File: config.mk
export PLATFORM = sky130hd
export DESIGN_NAME = mips_register_file
export DESIGN_NICKNAME = d
export VERILOG_FILES = /design/src/rtl/mips_register_file.sv
export SDC_FILE = /design/constraint.sdc
export NUM_CORES = 2
export LEC_CHECK = 0
export CAP_MARGIN = 5
export CORE_MARGIN = 2
export CORE_UTILIZATION = 38
export CTS_CLUSTER_DIAMETER = 40
export DETAILED_ROUTE_END_ITERATION = 12
export PLACE_DENSITY = 0.66
export SETUP_SLACK_MARGIN = 0.05
export SYNTH_ARGS = -nofsm -noshare
export SYNTH_HDL_FRONTEND = slang
export SYNTH_SLANG_ARGS = --single-unit
File: constraint.sdc
create_clock -name clk -period 42.6 [get_ports clk]
set_input_delay 8.52 -clock clk [delete_from_list [all_inputs] [get_ports clk]]
set_output_delay 8.52 -clock clk [all_outputs]
set_load 0.02 [all_outputs]
File: src/rtl/mips_register_file.sv
// MIPS-style register file: two combinational read ports, one write port,
// hardwired-zero r0, async active-high clear and optional write-to-read forwarding.

module mips_rf_cell #(
  parameter int DATA_W = 32
) (
  input  logic              clk,
  input  logic              reset,
  input  logic              we,
  input  logic [DATA_W-1:0] d,
  output logic [DATA_W-1:0] q
);
  always_ff @(posedge clk or posedge reset) begin
    if (reset)   q <= '0;
    else if (we) q <= d;
  end
endmodule

module mips_rf_rdport #(
  parameter int DATA_W = 32,
  parameter int ADDR_W = 5,
  parameter int BYPASS = 1
) (
  input  logic                                reset,
  input  logic [(1<<ADDR_W)-1:0][DATA_W-1:0]  regs,
  input  logic [ADDR_W-1:0]                   raddr,
  input  logic                                fwd_en,
  input  logic [ADDR_W-1:0]                   waddr,
  input  logic [DATA_W-1:0]                   wdata,
  output logic [DATA_W-1:0]                   rdata
);
  logic [DATA_W-1:0] raw;

  // Forwarding mux exists only when BYPASS=1, so WriteData never reaches
  // the read outputs combinationally in the non-bypass build.
  generate
    if (BYPASS != 0) begin : g_fwd
      always_comb begin
        raw = regs[raddr];
        if (fwd_en && (raddr == waddr)) raw = wdata;
      end
    end else begin : g_nofwd
      always_comb raw = regs[raddr];
    end
  endgenerate

  assign rdata = (reset || (raddr == '0)) ? '0 : raw;
endmodule

module mips_register_file #(
  parameter int DATA_W = 32,
  parameter int ADDR_W = 5,
  parameter int BYPASS = 1
) (
  input  logic              clk,
  input  logic              reset,
  input  logic              RegWrite,
  input  logic [ADDR_W-1:0] WriteReg,
  input  logic [DATA_W-1:0] WriteData,
  input  logic [ADDR_W-1:0] ReadReg1,
  input  logic [ADDR_W-1:0] ReadReg2,
  output logic [DATA_W-1:0] ReadData1,
  output logic [DATA_W-1:0] ReadData2
);
  localparam int NREG = 1 << ADDR_W;
  localparam int NRD  = 2;

  logic [NREG-1:0][DATA_W-1:0] regs;
  logic [NREG-1:0]             we_vec;
  logic                        wr_ok;
  logic [NRD-1:0][ADDR_W-1:0]  raddr;
  logic [NRD-1:0][DATA_W-1:0]  rdata;

  // A qualified write: enabled, not to r0, and not while reset holds the array.
  assign wr_ok = RegWrite && (WriteReg != '0) && !reset;

  assign regs[0]   = '0;
  assign we_vec[0] = 1'b0;

  generate
    for (genvar i = 1; i < NREG; i++) begin : g_reg
      assign we_vec[i] = wr_ok && (WriteReg == ADDR_W'(i));
      mips_rf_cell #(.DATA_W(DATA_W)) u_cell (
        .clk   (clk),
        .reset (reset),
        .we    (we_vec[i]),
        .d     (WriteData),
        .q     (regs[i])
      );
    end
  endgenerate

  assign raddr = {ReadReg2, ReadReg1};

  generate
    for (genvar p = 0; p < NRD; p++) begin : g_rd
      mips_rf_rdport #(.DATA_W(DATA_W), .ADDR_W(ADDR_W), .BYPASS(BYPASS)) u_rd (
        .reset  (reset),
        .regs   (regs),
        .raddr  (raddr[p]),
        .fwd_en (wr_ok),
        .waddr  (WriteReg),
        .wdata  (WriteData),
        .rdata  (rdata[p])
      );
    end
  endgenerate

  assign ReadData1 = rdata[0];
  assign ReadData2 = rdata[1];
endmodule

==> out/qor.txt <==
Status: finished, final reports clean
# DRC: 0
Number of flip-flops in the largest register: 992
Slowest CP cell: buf_4
First-pass GRT wire length: 258200 µm
Die height: 379.5 µm
Placement Rows: 137
Worst-Skew Late Latency: 760 ps
Synth Instances: 3669
EDFF count, synth: 0
Worst EP required: 34080 ps
Share of cells above drive strength 1: 51.77%
Fin. max-slew vios: 0
Vias in the first global route: 36309
Hold_ws: 513.2 ps
Top Registers: g.u_cell.q (992)
Synth top area share: 46.33%
Sequential-to-total area share from yosys stat: 46.33%
Endpoints failing setup: 0
Net Count, Synth: 3719
H-Tree Depth: 4
Delay-heaviest family, CP: buffers and inverters
Crit-path cells: buf_8 > buf_12 > buf_4 > buf_4 > mux4_2 > a22oi_1 > a21oi_1 > a31o_2 > a22o_1 > clkdlybuf4s50_1
Postcts setup bufs: 0
Inserted Diodes: 0
Area contributors post-synth: dfrtp_1 46%, mux2_2 23%, mux4_2 18%
Crit path arrival time: 13500 ps
Post-Route Setup TNS: 0 ps
TritonCTS clock tree: built
Final hold violations: 0
Synth Register Bits: 992
Netlist cell types: 50
Largest net degree at the start of global routing: 177
CP dominant cell by count: buf_4
Hold buffer count at CTS: 0
MaxCap Viol Count: 0
Final WL: 176300 µm
Starting Density: 38.35%
Skew final: 0 ps
Clk sinks: 992
Reg clk slew, reported paths: 50 ps
Worst Path Max Fanout: 127
Pre-Repair DR Iteration Count: 6
Leak: 26.69 nW
RSZ-0062 raised after global routing: no
Max Fclk: 45.41 MHz
Top_reg_cell synth: dfrtp_1
Initial DRC count: 3751
Initial antenna violation count: 7
Via density: 6.364
TritonCTS Buffers: 143
Max_slew headroom: 15.96%
Root Buffer: clkbuf_16
Mapped Avg Cell Area: 14.60 µm²
Via count: 35717
Worst setup EP type: output pin
Io pins: 114
WP buf/inv: 5
RePlAce Congestion: 0.8208
Mapped Area: 53580 µm²
Die ar.: 144000 µm²
Period utilization: 51.70%
Core Box Area: 139700 µm²
Worst slew pin tran: 1257 ps
Post-DP HPWL: 99000 µm
Warnings from Yosys: 0
Largest register by flop count: g.u_cell.q
Fraction of registers with async set/reset: 100.0%
Fin crit period: 22020 ps
Peak VDD IR: 0.00003102 V
Longest Clk Path Bufs: 3
Chip width: 379.5 µm
Setup Crit Path Kind: primary input to output pin
# resized after CTS: 0
Remaining global-route overflow: 0
DRT antenna net count: 0
Layout net count: 3666
Tot GR Track Use: 24.66%
Cell type with the largest total area after synthesis: dfrtp_1
Worst Setup Start Kind: primary input
Routed WL per cell: 31.42 µm
I/O Buffers: 113
Slowest Stage Delay on Critical Path: 910 ps
Area Overhead vs Synth: 14.66%
Hold WC Path Type: flop to flop
Pwr Density: 46.55 nW/µm²
==> routing by layer <==
metal	part of all wire, %	GRT usage, %
met3	9.1	5.885
met1	40	33.13
met2	46	37.95
met4	4.9	11.07
met5	0.042	0
==> cell usage after synthesis (3+ instances only) <==
cell	count
buf_1	54
mux2i_1	97
xor2_1	10
a21oi_1	29
nor2_1	17
o211ai_1	62
or4_1	3
nand4_1	5
a221oi_1	124
clkbuf_1	216
buf_2	120
a31o_1	9
nor3_1	39
nand3_1	35
a22oi_1	61
nand2_1	135
a31o_2	20
mux2_2	1084
mux4_2	419
dfrtp_1	992
buf_6	4
buf_4	21
a22o_1	29
nor2b_1	43
inv_1	4
mux2_1	4
==> report_power, final <==
group | switching [W] | internal [W]
clock | 0.000473 | 0.000780
combinational | 0.000196 | 0.000250
sequential | 0.0000917 | 0.00107
==> per-stage QoR <==
| stage | setup slack, ps | instances | total power (W) | instance area [µm²] | utilization [%] |
|---|---|---|---|---|---|
| finish | 20580 | 5612 | 0.002860 | 61430 | 43.97 |
| global route | 20450 | 5612 | 0.002960 | 61430 | 43.97 |
| CTS | 20670 | 5612 | 0.002872 | 61430 | 43.97 |
| detailed placement | 20700 | 5347 | 0.001617 | 56340 | 40.33 |
| global placement | 20680 | 5347 | 0.001603 | 56340 | 40.33 |
| floorplan | 1072 | 3669 | 0.001488 | 53580 | - |
==> layout make-up <==
cell class | instances | area (µm²)
Multi-Input combinational cell | 2257 | 27160
Tap cell | 1876 | 2347
Sequential cell | 992 | 24820
Inverter | 5 | 26.28
Fill cell | 12338 | 78270
Timing Repair Buffer | 217 | 1989
Clock buffer | 182 | 4021
Clock inverter | 83 | 1067
==> layout by cell type, fill, tap and decap left out, types with 62 or more instances in the layout <==
| cell | synthesis | layout |
|---|---|---|
| clkdlybuf4s50_1 | 0 | 105 |
| a221oi_1 | 124 | 124 |
| buf_4 | 21 | 99 |
| mux2i_1 | 97 | 97 |
| o211ai_1 | 62 | 62 |
| clkbuf_16 | 0 | 148 |
| nand2_1 | 135 | 127 |
| dfrtp_1 | 992 | 992 |
| mux4_2 | 419 | 419 |
| mux2_2 | 1084 | 1084 |
==> cell families (layout without fill, tap and decap cells) <==
family | Yosys count | after routing | synth area share (%)
AOI/OAI and AO/OA | 347 | 347 | 5.168
and+or+nand+nor | 296 | 296 | 2.616
DFF | 992 | 992 | 46.33
xor gates and xnor gates | 10 | 10 | 0.1635
muxes | 1604 | 1604 | 42.29
buffers and inverters | 420 | 487 | 3.426
==> path summary, 6_finish.rpt <==
check | from | cells past startpoint | end | slack, ps
hold reg to reg | g_reg[17].u_cell.q[29] | 1 | g_reg[17].u_cell.q[29] | 510
setup / recovery | ReadReg1[1] | 10 | ReadData1[17] | 20580
setup reg to reg | g_reg[23].u_cell.q[22] | 1 | g_reg[23].u_cell.q[22] | 41780
hold / removal | g_reg[17].u_cell.q[29] | 1 | g_reg[17].u_cell.q[29] | 510
max in group asynchronous | reset | 5 | g_reg[15].u_cell.q[9] | 31410
min in group asynchronous | reset | 2 | g_reg[28].u_cell.q[28] | 8340
Note: power is estimated with default switching activity, not from simulation.
